===== src/rtl/dual_down_counter_pkg.sv =====
// Shared definitions for the dual-channel down-counter timer.
// No logic here; only types and defaults.
// No flow control.
package dual_down_counter_pkg;

    // Default counter/preset width per channel.
    localparam int WIDTH_DEF = 64;

    // Per-channel FSM encoding.
    typedef enum logic [1:0] {
        ST_IDLE  = 2'd0,
        ST_COUNT = 2'd1,
        ST_DONE  = 2'd2
    } state_t;

endpackage


===== src/rtl/dual_down_counter_if.sv =====
// Control and readback bundle between a timer client and the dual down-counter.
// No storage; the wires are passed straight through.
// No flow control: commands are level-sampled every clock.
interface dual_down_counter_if
    import dual_down_counter_pkg::*;
#(
    parameter int WIDTH = WIDTH_DEF
);
    logic             Slt;
    logic             En;
    logic             Load;
    logic [WIDTH-1:0] LoadValue;
    logic             AutoReload;
    logic [WIDTH-1:0] Output0;
    logic [WIDTH-1:0] Output1;
    logic             Zero0;
    logic             Zero1;
    logic             Busy0;
    logic             Busy1;

    // Client side: issues commands, reads counts and flags.
    modport master (
        output Slt, En, Load, LoadValue, AutoReload,
        input  Output0, Output1, Zero0, Zero1, Busy0, Busy1
    );

    // Timer side: consumes commands, drives counts and flags.
    modport slave (
        input  Slt, En, Load, LoadValue, AutoReload,
        output Output0, Output1, Zero0, Zero1, Busy0, Busy1
    );
endinterface


===== src/rtl/dual_down_counter_channel.sv =====
// One programmable down-counter channel: load, count to zero, one-shot or auto-reload.
// Latency: every effect is visible one cycle after the causing edge.
// No backpressure: Load/En are only honoured while Sel is high.
module down_counter_channel
    import dual_down_counter_pkg::*;
#(
    parameter int WIDTH = WIDTH_DEF
) (
    input  logic             Clk,
    input  logic             Reset,
    input  logic             Sel,
    input  logic             En,
    input  logic             Load,
    input  logic [WIDTH-1:0] LoadValue,
    input  logic             AutoReload,
    output logic [WIDTH-1:0] Count,
    output logic             Zero,
    output logic             Busy
);

    state_t           state;
    logic [WIDTH-1:0] preset;
    logic             mode;

    logic load_sel;
    logic dec_sel;
    logic count_is_zero;
    logic count_is_one;

    // Commands only reach this channel when it is selected.
    assign load_sel      = Sel & Load;
    assign dec_sel       = Sel & En;
    assign count_is_zero = (Count == '0);
    assign count_is_one  = (Count == WIDTH'(1));

    // Channel FSM with registered count, zero pulse and busy flag.
    always_ff @(posedge Clk) begin
        if (Reset) begin
            state  <= ST_IDLE;
            Count  <= '0;
            preset <= '0;
            mode   <= 1'b0;
            Zero   <= 1'b0;
            Busy   <= 1'b0;
        end else begin
            // Zero is a single-cycle pulse unless re-asserted below.
            Zero <= 1'b0;
            if (load_sel) begin
                // A load wins over decrement and over reload, in any state.
                Count  <= LoadValue;
                preset <= LoadValue;
                mode   <= AutoReload;
                state  <= ST_COUNT;
                Busy   <= 1'b1;
            end else begin
                case (state)
                    ST_IDLE: begin
                        Busy <= 1'b0;
                    end
                    ST_COUNT: begin
                        if (count_is_zero) begin
                            // Loaded with zero: finish without decrementing, even if
                            // unselected, so the counter never wraps to all-ones.
                            state <= ST_DONE;
                            Zero  <= 1'b1;
                            Busy  <= 1'b0;
                        end else if (dec_sel) begin
                            Count <= Count - WIDTH'(1);
                            if (count_is_one) begin
                                state <= ST_DONE;
                                Zero  <= 1'b1;
                                Busy  <= 1'b0;
                            end
                        end
                    end
                    ST_DONE: begin
                        if (mode) begin
                            // Auto-reload after one dead cycle in DONE.
                            Count <= preset;
                            state <= ST_COUNT;
                            Busy  <= 1'b1;
                        end
                    end
                    default: begin
                        state <= ST_IDLE;
                        Busy  <= 1'b0;
                    end
                endcase
            end
        end
    end

endmodule


===== src/rtl/dual_down_counter.sv =====
// Dual-channel down-counter timer; Slt steers Load/En to channel 0 or 1.
// Latency: one cycle from command edge to updated count/flags.
// No backpressure: commands to the unselected channel are ignored.
module dual_down_counter
    import dual_down_counter_pkg::*;
#(
    parameter int WIDTH = WIDTH_DEF
) (
    input  logic                Clk,
    input  logic                Reset,
    dual_down_counter_if.slave  bus
);

    logic sel0;
    logic sel1;

    // Decode the channel select once; shared inputs fan out unchanged.
    assign sel0 = ~bus.Slt;
    assign sel1 =  bus.Slt;

    down_counter_channel #(.WIDTH(WIDTH)) u_ch0 (
        .Clk        (Clk),
        .Reset      (Reset),
        .Sel        (sel0),
        .En         (bus.En),
        .Load       (bus.Load),
        .LoadValue  (bus.LoadValue),
        .AutoReload (bus.AutoReload),
        .Count      (bus.Output0),
        .Zero       (bus.Zero0),
        .Busy       (bus.Busy0)
    );

    down_counter_channel #(.WIDTH(WIDTH)) u_ch1 (
        .Clk        (Clk),
        .Reset      (Reset),
        .Sel        (sel1),
        .En         (bus.En),
        .Load       (bus.Load),
        .LoadValue  (bus.LoadValue),
        .AutoReload (bus.AutoReload),
        .Count      (bus.Output1),
        .Zero       (bus.Zero1),
        .Busy       (bus.Busy1)
    );

endmodule


===== src/flat_wrapper.sv =====
// flat-port wrapper written by rule: the top's interface ports become plain ports
module dual_down_counter_flat import dual_down_counter_pkg::*;
#(
    parameter int WIDTH = WIDTH_DEF
)
  (Clk, Reset, bus_Slt, bus_En, bus_Load, bus_LoadValue, bus_AutoReload, bus_Output0, bus_Output1, bus_Zero0, bus_Zero1, bus_Busy0, bus_Busy1);
  dual_down_counter_if #(.WIDTH(WIDTH)) bus_i ();
  input  logic Clk;
  input  logic Reset;
  input wire logic [$bits(bus_i.Slt)-1:0] bus_Slt;
  input wire logic [$bits(bus_i.En)-1:0] bus_En;
  input wire logic [$bits(bus_i.Load)-1:0] bus_Load;
  input wire logic [$bits(bus_i.LoadValue)-1:0] bus_LoadValue;
  input wire logic [$bits(bus_i.AutoReload)-1:0] bus_AutoReload;
  output wire logic [$bits(bus_i.Output0)-1:0] bus_Output0;
  output wire logic [$bits(bus_i.Output1)-1:0] bus_Output1;
  output wire logic [$bits(bus_i.Zero0)-1:0] bus_Zero0;
  output wire logic [$bits(bus_i.Zero1)-1:0] bus_Zero1;
  output wire logic [$bits(bus_i.Busy0)-1:0] bus_Busy0;
  output wire logic [$bits(bus_i.Busy1)-1:0] bus_Busy1;
  assign bus_i.Slt = bus_Slt;
  assign bus_i.En = bus_En;
  assign bus_i.Load = bus_Load;
  assign bus_i.LoadValue = bus_LoadValue;
  assign bus_i.AutoReload = bus_AutoReload;
  assign bus_Output0 = bus_i.Output0;
  assign bus_Output1 = bus_i.Output1;
  assign bus_Zero0 = bus_i.Zero0;
  assign bus_Zero1 = bus_i.Zero1;
  assign bus_Busy0 = bus_i.Busy0;
  assign bus_Busy1 = bus_i.Busy1;
  dual_down_counter #(.WIDTH(WIDTH)) u_core (.Clk(Clk), .Reset(Reset), .bus(bus_i));
endmodule

===== config.mk =====
export PLATFORM = sky130hd
export DESIGN_NAME = dual_down_counter_flat
export DESIGN_NICKNAME = d
export VERILOG_FILES = /design/src/rtl/dual_down_counter_pkg.sv /design/src/rtl/dual_down_counter_if.sv /design/src/rtl/dual_down_counter_channel.sv /design/src/rtl/dual_down_counter.sv /design/src/flat_wrapper.sv
export SDC_FILE = /design/constraint.sdc
export NUM_CORES = 1
export LEC_CHECK = 0
export ABC_AREA = 0
export CAP_MARGIN = 40
export CORE_ASPECT_RATIO = 2
export CORE_MARGIN = 3
export CORE_UTILIZATION = 40
export DETAILED_ROUTE_END_ITERATION = 10
export SLEW_MARGIN = 0
export SYNTH_ARGS = -nofsm -noshare
export SYNTH_HDL_FRONTEND = slang
export SYNTH_SLANG_ARGS = --single-unit

===== constraint.sdc =====
create_clock -name Clk -period 5.8 [get_ports Clk]
set_input_delay 1.74 -clock Clk [delete_from_list [all_inputs] [get_ports Clk]]
set_output_delay 1.74 -clock Clk [all_outputs]
set_load 0.05 [all_outputs]

==> metrics.txt, run 1 <==
cell area after synthesis=14200 um^2; final cell count without fillers=2471; post-synthesis cell type count=71; Hold Vio Cnt, Final=0; sequential fraction of the synthesis area=0.375; CP bufs+invs=3; Final Cell Area=17400 um^2; die width=139 um; post-synth top area share=0.375; global-route usage over all layers=0.286; I/O pin cnt=202; CTS Sinks=266; Max stage delay on crit path=0.71 ns; clock tree root driver cell=clkbuf_16; Mapped Cells=1904; Crit Path Max Fanout=28; buffers added on ports=201; Final Slew Violations=0; Detail Route Antenna Nets=0; Final GP Congestion=0.944; CTS resizes=0; Fmax=0.250 GHz; first-pass GRT wire length=86.9 mm; Die Height=272 um; CTS hold repair buffers=0; Peak supply drop=0.226 mV; syn nets=1978; Worst R2R Path Depth=8; Leak=6.05 nW; most used cell, CP=buf_4; Syn Area/Cell=7.45 um^2; Vias=15561; RSZ-0062 raised after global routing=no; Area contributors post-synth=dfxtp_1, nand2_1, a21oi_1, o21ai_0, clkbuf_1; leading cell type in the layout, fill and taps excluded=nand2_1; worst setup slack after layout=1.80 ns; crit-path cells=clkdlybuf4s50_1, nor2b_4, a21oi_1, and2_1, buf_4, nor2_2, buf_4, a311oi_1; H-tree depth=1; row count=97; TritonCTS clock tree=built; Critical-path top delay cell=clkdlybuf4s50_1; Hold Crit Depth=2; worst-margin pin slew=0.907 ns; Worst Path Class, Setup=input pin to flop; area grow syn2layout=22.9%; Top FF cell, synth=dfxtp_1; largest net degree at the start of global routing=120; drt drc=0; Synthesis Warnings=0; Reg clk slew, reported paths=0.07 ns; Starting Density=0.405; detailed placement HPWL=40.7 mm; CP required=6.21 ns; pwr/cell area=301 nW/um^2; Post-synth EDFFs=0; pre-CTS setup slack=1.28 ns; mean routed wirelength per cell=23.1 um; vias in the first global route=14749; largest delay contributor family on the critical path=buffers and inverters; CTS buffer count=25; total grt overflow=0; Pre-antenna DRT Iters=6; Clk Latency, worst-skew pair=0.56 ns; Via density=6.30; DP Area=16500 um^2; area leader, netlist=dfxtp_1; Period Utilization, post-route=0.689; share of layout cells above drive strength 1=0.0716; initial antenna violation count=1; total setup buffers inserted after CTS=0; Hold Crit Class=flop to flop; Rel. slew slack=0.390; Final nets=2080; CTS Buffer Depth=3; core area=35100 um^2; crit start category=input pin; WL final=57.0 mm; Seq cells post-synth=266; critical path data arrival time=4.40 ns; Synth async-reset ratio=0; Max Cap Viol=0; Max Clock Skew=0.0249 ns; DRT iter0 DRCs=1554; DIE AREA=37900 um^2; min cycle time layout=4.00 ns; commonest non-fill, non-tap cells in the layout=nand2_1, dfxtp_1, a21oi_1; placed cell count=2424; CP Capture Type=flop; setup violators final=0; critical path depth=8; status=finished, final reports clean; total negative slack=0 ns
power breakdown:
group | switching (mW) | total, mW | internal (mW) | leakage (nW)
sequential | 0.139 | 2.07 | 1.93 | 2.18
combinational | 0.837 | 1.28 | 0.440 | 3.42
clock | 0.799 | 1.91 | 1.11 | 0.451
state kept, by name, summed over array words and instances, names as in the netlist:
register and count:
u_core.u_ch0.Busy 1, u_core.u_ch1.preset 64, u_core.u_ch1.mode 1, u_core.u_ch1.Count 64, u_core.u_ch1.Zero 1, u_core.u_ch0.state 2
u_core.u_ch1.state 2, u_core.u_ch1.Busy 1, u_core.u_ch0.mode 1, u_core.u_ch0.Count 64, u_core.u_ch0.preset 64, u_core.u_ch0.Zero 1
cell usage after synthesis (10+ instances only):
cell,count
a21oi_1,226
o21a_1,10
clkbuf_1,142
nand3_1,36
xnor2_1,25
buf_2,10
xor2_1,10
nor4_1,53
o211ai_1,37
or4_1,38
or2_2,10
nor3_1,53
nand2_1,373
a211oi_1,11
a221oi_1,10
nand4_1,17
a31o_2,15
nor2_1,93
o21ai_0,122
dfxtp_1,266
o311ai_0,16
a311oi_1,31
a21boi_0,17
buf_1,14
a21o_1,10
nand2b_1,10
a31oi_1,51
inv_1,14
o31ai_1,43
or3_1,31
metal layers:
metal,GRT usage,part of all wire
met1,0.334,0.38
met2,0.498,0.50
met3,0.0302,0.056
met4,0.180,0.070
met5,0,0
through the flow:
step	utilization	hold slack, ns	total power [mW]
floorplan	-	0.431	2.91
global placement	0.470	0.438	3.35
detailed placement	0.470	0.443	3.37
CTS	0.497	0.453	5.27
global route	0.497	0.467	5.46
finish	0.497	0.452	5.26
cell families (layout without fill, tap and decap cells):
logic type,count (synthesis),count (layout),synth area share
other cells,0,1,0
flops,266,266,0.375
compound gates,652,652,0.293
mux,3,3,0.00220
simple gates,762,762,0.255
xor+xnor,35,35,0.0216
fa+ha+maj,4,4,0.00353
buf+inv,182,303,0.0496
worst min-delay path: stages (launching register included):
cell and delay, ns:
dfxtp_1 0.31, nand2_1 0.05, a21oi_1 0.05
final timing paths:
check,from,end,slack (ns)
worst min-delay path,u_core.u_ch1.preset[21]$_SDFFE_PP0P_,u_core.u_ch1.preset[21]$_SDFFE_PP0P_,0.45
worst min register to register,u_core.u_ch1.preset[21]$_SDFFE_PP0P_,u_core.u_ch1.preset[21]$_SDFFE_PP0P_,0.45
worst max register to register,u_core.u_ch0.Count[41]$_SDFFE_PP0P_,u_core.u_ch0.Count[12]$_SDFFE_PP0P_,1.89
worst max-delay path,bus_Load,u_core.u_ch0.Count[12]$_SDFFE_PP0P_,1.80
area by class of cell:
type / instances / area, um^2
fill: 3533 / 17600
multi-input combinational: 1456 / 8210
tap: 445 / 557
timing repair buffer: 243 / 2360
sequential: 266 / 5330
clock buffer: 29 / 681
clock inverter: 17 / 256
antenna: 1 / 2.50
inverter: 14 / 52.6
No activity file was read; power rests on OpenSTA's default activity.
==> inputs of run 2 (changes only) <==
==> constraint.sdc (replaced) <==
create_clock -name Clk -period 3.4 [get_ports Clk]
set_input_delay 1.02 -clock Clk [delete_from_list [all_inputs] [get_ports Clk]]
set_output_delay 1.02 -clock Clk [all_outputs]
set_load 0.05 [all_outputs]
==> run 2 against run 1 <==
  * Non-clock buffer count grew 92
  * Sequential share of layout area shrank 1.3 points
  * Design area grew 4.4%
  * Core utilization grew 2.2 points
  * Final cell count grew 3.8%
  * Clock skew shrank 0.0066 ns
  * Total power grew 72%
  * First-iteration DRC count shrank 12%
  * Sequential power grew 68%
  * Critical endpoint is now u_core.u_ch1.Count[20]$_SDFFE_PP0P_
  * Largest power group unchanged
==> metrics.txt, run 2 (synthesis gave the netlist of run 1 again) <==
worst-margin pin slew=0.814 ns (-0.0932 ns); CTS Buffer Depth=3 (unchanged); Rel. slew slack=0.453 (+0.0627); Period Utilization, post-route=0.957; register share of total power=0.385 (-0.008); worst r2r src=u_core.u_ch1.Count[16]$_SDFFE_PP0P_; internal power=5.95 mW (+71%); pwr/cell area=496 nW/um^2 (+65%); area grow syn2layout=28.4%; register area=5330 um^2 (unchanged); commonest non-fill, non-tap cells in the layout=nand2_1, dfxtp_1, a21oi_1; Hold Path Sink=u_core.u_ch1.preset[28]$_SDFFE_PP0P_; combinational power share=0.270 (+0.027); R2R Path End=u_core.u_ch1.Count[20]$_SDFFE_PP0P_; TritonCTS clock tree=built; CTS Sinks=266 (unchanged); Peak supply drop=0.405 mV (+80%); setup violators final=0 (unchanged); first-pass GRT wire length=90.8 mm (+4.6%); total negative slack=0 ns (unchanged); Max Cap Viol=0 (unchanged); DP Area=17300 um^2 (+4.9%); fill count=3465 (-1.9%); status=finished, final reports clean; Crit Path Max Fanout=31 (+11%); mean routed wirelength per cell=23.6 um (+2.2%); RSZ-0062 raised after global routing=no; buffers added on ports=201 (unchanged); min cycle time layout=3.25 ns; Hold Vio Cnt, Final=0 (unchanged); CTS buffer count=27 (+8.0%); Max Clock Skew=0.0184 ns (-0.00657 ns); row count=97 (unchanged); Final Power=9.04 mW (+72%); Max stage delay on crit path=0.67 ns (-0.04 ns); reg-to-reg slack, setup=0.15 ns (-1.74 ns); DRT iter0 DRCs=1367 (-12%); Fmax=0.307 GHz; Die Height=272 um (unchanged); H-tree depth=1 (unchanged); vias in the first global route=14928 (+1.2%); Reg clk slew, reported paths=0.07 ns (about the same); global-route usage over all layers=0.301 (+0.0146); Final Cell Area=18200 um^2 (+4.4%); core area=35100 um^2 (unchanged); antenna cells=0 (-1); WL final=60.5 mm (+6.1%); crit start category=flop; Hold Crit Class=flop to flop; CP Capture Type=flop; drt drc=0 (unchanged); Final nets=2174 (+4.5%); detailed placement HPWL=43.6 mm (+7.1%); clock network power share=0.345 (-0.019); Switching Share=0.342 (+0.00411); CTS hold repair buffers=0 (unchanged); critical path data arrival time=3.65 ns (-0.75 ns); Min-Delay Startpoint=u_core.u_ch1.preset[28]$_SDFFE_PP0P_; Clk Latency, worst-skew pair=0.56 ns (about the same); initial antenna violation count=0 (-1); total grt overflow=0 (unchanged); Worst Path Class, Setup=flop to flop; Via density=6.24 (-0.89%); sw power=3.09 mW (+74%); Critical-path top delay cell=o41a_2; Starting Density=0.405 (unchanged); die width=139 um (unchanged); CP required=3.80 ns (-2.41 ns); Final GP Congestion=0.965 (+2.3%); Vias=16016 (+2.9%); Worst R2R Path Depth=7 (-1); Detail Route Antenna Nets=0 (unchanged); clock tree root driver cell=clkbuf_16; leading cell type in the layout, fill and taps excluded=nand2_1; share of layout cells above drive strength 1=0.110 (+0.0382); Pre-antenna DRT Iters=5 (-1); largest net degree at the start of global routing=114 (-5.0%); Leak=6.54 nW (+8.2%); I/O pin cnt=202 (unchanged); Final Slew Violations=0 (unchanged); crit-path cells=nor4_2, nand4_1, or4_1, o41a_2, buf_4, o21ai_0, a41oi_1; Hold Crit Depth=2 (unchanged); DIE AREA=37900 um^2 (unchanged); area of the multi-input gates=8220 um^2 (about the same)
run 2: worst max path at each step:
stage / startpoint / end / slack [ns] / cells after the start
after detailed placement: bus_Slt / u_core.u_ch0.Count[0]$_SDFFE_PP0P_ / 0.06 / 8
after floorplan: u_core.u_ch1.Count[2]$_SDFFE_PP0P_ / u_core.u_ch1.Count[41]$_SDFFE_PP0P_ / 0.22 / 10
final: u_core.u_ch1.Count[16]$_SDFFE_PP0P_ / u_core.u_ch1.Count[20]$_SDFFE_PP0P_ / 0.15 / 7
after global routing: u_core.u_ch1.Count[16]$_SDFFE_PP0P_ / u_core.u_ch1.Count[20]$_SDFFE_PP0P_ / 0.03 / 7
after global placement: bus_Slt / u_core.u_ch0.Count[54]$_SDFFE_PP0P_ / 0.06 / 10
after CTS: u_core.u_ch1.Count[16]$_SDFFE_PP0P_ / u_core.u_ch1.Count[20]$_SDFFE_PP0P_ / 0.17 / 7
run 2: repair_timing:
| item | in CTS | in global routing |
|---|---|---|
| resized for setup | 0 | 1 |
| endpoints found under the setup margin | 0 | 1 |
| setup buffers | 0 | 0 |
run 2: stage by stage:
step / utilization / cells / worst slack [ns] / hold WS, ns
2_1_floorplan: - / 1904 / 0.217 / 0.431
3_3_place_gp: 0.494 / 2516 / 0.0565 / 0.438
3_5_place_dp: 0.494 / 2516 / 0.0636 / 0.444
4_1_cts: 0.519 / 2566 / 0.172 / 0.452
5_1_grt: 0.519 / 2566 / 0.0328 / 0.465
6_report: 0.519 / 2566 / 0.147 / 0.452
run 2: final cells by class:
cell class	count	area share
multi-input cells	1456	0.451
flip-flops and latches	266	0.292
clock inverters	7	0.00508
inverters	14	0.00288
repair buffers	335	0.174
well taps	445	0.0306
clock buffers	43	0.0442
run 2: power groups by stage:
stage	registers, mW	clock network [mW]	logic [mW]
final	3.48	3.12	2.44
after global routing	3.50	3.27	2.59
after CTS	3.47	3.17	2.42
after detailed placement	3.54	0	2.41
after global placement	3.54	0	2.39
after floorplan	3.85	0	1.12
run 2: critical path, delay by kind of cell (launching register included):
| kind | cells | cell delay (ns) |
|---|---|---|
| flip-flops | 1 | 0.40 |
| AO/OA/AOI/OAI | 3 | 0.94 |
| buffers and inverters | 1 | 0.29 |
| AND/OR/NAND/NOR | 3 | 1.45 |
run 2: metal layers:
layer | vias to the layer above | wire [um] | GRT usage
li1 | 7419 | - | -
met1 | 7717 | 22900 | 0.350
met2 | 718 | 30900 | 0.546
met3 | 162 | 3520 | 0.0329
met4 | 0 | 3190 | 0.146
met5 | - | 0 | 0
==> inputs of run 3 (changes only) <==
--- a/config.mk
+++ b/config.mk
@@ -14,4 +14,5 @@
 export SLEW_MARGIN = 0
 export SYNTH_ARGS = -nofsm -noshare
 export SYNTH_HDL_FRONTEND = slang
+export SYNTH_HIERARCHICAL = 1
 export SYNTH_SLANG_ARGS = --single-unit
==> run 3 against run 2 <==
  * First-iteration DRC count grew 7.4%
  * Clock skew grew 0.0025 ns
  * Maximum frequency grew 7.8%
  * Largest cell class unchanged
==> metrics.txt, run 3 <==
total grt overflow=0 (unchanged); Switching Share=0.342 (+0.000372); internal power=5.75 mW (-3.3%); detailed placement HPWL=38.9 mm (-11%); clock tree root driver cell=clkbuf_16; Hold Crit Depth=2 (unchanged); Vias=15482 (-3.3%); Hold Crit Class=flop to flop; Detail Route Antenna Nets=0 (unchanged); Syn Area/Cell=7.45 um^2 (about the same); I/O pin cnt=202 (unchanged); DIE AREA=37800 um^2 (-0.23%); status=finished, final reports clean; Max stage delay on crit path=0.95 ns (+0.28 ns); CP bufs+invs=1 (unchanged); Critical-path top delay cell=clkdlybuf4s50_1; Final GP Congestion=0.903 (-6.5%); global-route usage over all layers=0.274 (-0.0273); pre-CTS setup slack=0.120 ns (+0.0560 ns); clock network power share=0.344 (about the same); antenna cells=0 (unchanged); Mapped Cells=1901 (-0.16%); Pre-antenna DRT Iters=6 (+1); Seq cells post-synth=266 (unchanged); combinational power share=0.258 (-0.012); total negative slack=0 ns (unchanged); Final nets=2134 (-1.8%); R2R Path End=u_core/u_ch0/Count[38]$_SDFFE_PP0P_; Hold Vio Cnt, Final=0 (unchanged); leading cell type in the layout, fill and taps excluded=nand2_1; reg-to-reg slack, setup=0.39 ns (+0.24 ns); Synth async-reset ratio=0 (unchanged); worst r2r src=u_core/u_ch0/Count[1]$_SDFFE_PP0P_; WHS=0.453 ns (+0.00107 ns); H-tree depth=1 (unchanged); Worst Path Class, Setup=flop to output port; Reg clk slew, reported paths=0.07 ns (about the same); Hold Path Sink=u_core/u_ch0/preset[20]$_SDFFE_PP0P_; Peak supply drop=0.337 mV (-17%); share of layout cells above drive strength 1=0.0923 (-0.0175); vias in the first global route=14460 (-3.1%); CP required=2.38 ns (-1.42 ns); setup violators final=0 (unchanged); register share of total power=0.398 (+0.013); sw power=2.99 mW (-3.2%); CTS Buffer Depth=3 (unchanged); count leader, synth=nand2_1; commonest non-fill, non-tap cells in the layout=nand2_1, dfxtp_1, a21oi_1; sequential fraction of the synthesis area=0.376 (+0.000896); critical path data arrival time=2.00 ns (-1.65 ns); initial antenna violation count=0 (unchanged); Clk Latency, worst-skew pair=0.56 ns (about the same); row count=96 (-1.0%); Crit Path Max Fanout=7 (-77%); Max Cap Viol=0 (unchanged); CTS hold repair buffers=0 (unchanged); drt drc=0 (unchanged); worst-margin pin slew=0.740 ns (-0.0738 ns); CTS buffer count=27 (unchanged); Top FF cell, synth=dfxtp_1; CTS resizes=0 (unchanged); Area contributors post-synth=dfxtp_1, nand2_1, a21oi_1, o21ai_0, nor2_1; most frequent cells after synthesis=nand2_1, dfxtp_1, a21oi_1; post-synthesis cell type count=79 (+11%); critical path depth=1 (-6); RSZ-0062 raised after global routing=no; Post-synth EDFFs=0 (unchanged); core area=34600 um^2 (-1.4%); TritonCTS clock tree=built; crit-path cells=clkdlybuf4s50_1; min cycle time layout=3.02 ns (-0.235 ns); first-pass GRT wire length=83.5 mm (-8.0%); largest delay contributor family on the critical path=buffers and inverters; Min-Delay Startpoint=u_core/u_ch0/preset[20]$_SDFFE_PP0P_; crit start category=flop; Worst R2R Path Depth=10 (+3); post-synth top area share=0.376 (+0.000896); Leak=6.23 nW (-4.8%); area leader, netlist=dfxtp_1; Die Height=272 um (-0.12%); CTS Sinks=266 (unchanged); pwr/cell area=491 nW/um^2 (-1.1%); mean routed wirelength per cell=21.8 um (-7.5%); largest net degree at the start of global routing=111 (-2.6%); Synthesis Warnings=6 (+6); area grow syn2layout=25.8%; CP Capture Type=output port; buffers added on ports=201 (unchanged); Period Utilization, post-route=0.888 (-0.0693); Via density=6.14 (-1.6%); Starting Density=0.409 (+0.00466); cell area after synthesis=14200 um^2 (-0.24%); syn nets=1975 (-0.15%); Max Clock Skew=0.0209 ns (+0.00248 ns); WL final=55.0 mm (-9.1%); Final Slew Violations=0 (unchanged); worst setup slack after layout=0.382 ns (+0.235 ns); die width=139 um (-0.11%); DRT iter0 DRCs=1468 (+7.4%); Rel. slew slack=0.502 (+0.0496); Fmax=0.331 GHz (+7.8%); total setup buffers inserted after CTS=0 (unchanged)
[run 3: per-stage QoR]
stage          instance area [um^2]  instances   util  total power, mW
6_report                      17800       2521  0.515             8.75
5_1_grt                       17800       2521  0.515             9.09
4_1_cts                       17800       2521  0.515             8.79
3_5_place_dp                  16900       2472  0.490             5.77
3_3_place_gp                  16900       2472  0.490             5.75
2_1_floorplan                 14200       1901      -             4.91
[run 3: area by class of cell]
cell class                      count  area [um^2]
Clock inverter                     14          115
Timing Repair Buffer              284         2820
Sequential cell                   266         5330
Tap cell                          441          552
Multi-Input combinational cell   1468         8190
Fill cell                        3393        16800
Clock buffer                       35          756
Inverter                           13         48.8
[run 3: routing by layer]
metal  global-route usage  wire (um)
met5                    0          0
met4                0.133       2730
met3               0.0332       3540
met2                0.482      27500
met1                0.328      21100
[run 3: logic make-up after synthesis]
logic type                 after synthesis  share of synthesized area
xor gates and xnor gates                34                     0.0210
DFF                                    266                      0.376
adders and majority gates                4                    0.00354
and+or+nand+nor                        764                      0.260
buffers and inverters                  167                     0.0485
AOI/OAI and AO/OA                      665                      0.290
muxes                                    1                   0.000707
[run 3: power by group through the flow]
stage	Sequential, mW	Clock, mW	Combinational, mW
after floorplan	3.81	0	1.10
after global placement	3.55	0	2.20
after detailed placement	3.55	0	2.22
after CTS	3.48	3.07	2.23
after global routing	3.51	3.18	2.40
final	3.48	3.01	2.25
[run 3: worst max-delay path by stage]
stage,to,startpoint,slack [ns]
2_1_floorplan,u_core/u_ch1/Count[62]$_SDFFE_PP0P_,u_core/u_ch1/Count[0]$_SDFFE_PP0P_,0.62
3_3_place_gp,u_core/u_ch0/Count[62]$_SDFFE_PP0P_,bus_Load,0.21
3_5_place_dp,u_core/u_ch0/Count[20]$_SDFFE_PP0P_,bus_Slt,0.12
4_1_cts,bus_Output1[25],u_core/u_ch1/Count[25]$_SDFFE_PP0P_,0.35
5_1_grt,u_core/u_ch1/Count[58]$_SDFFE_PP0P_,u_core/u_ch1/Count[1]$_SDFFE_PP0P_,0.19
6_report,bus_Output1[25],u_core/u_ch1/Count[25]$_SDFFE_PP0P_,0.38
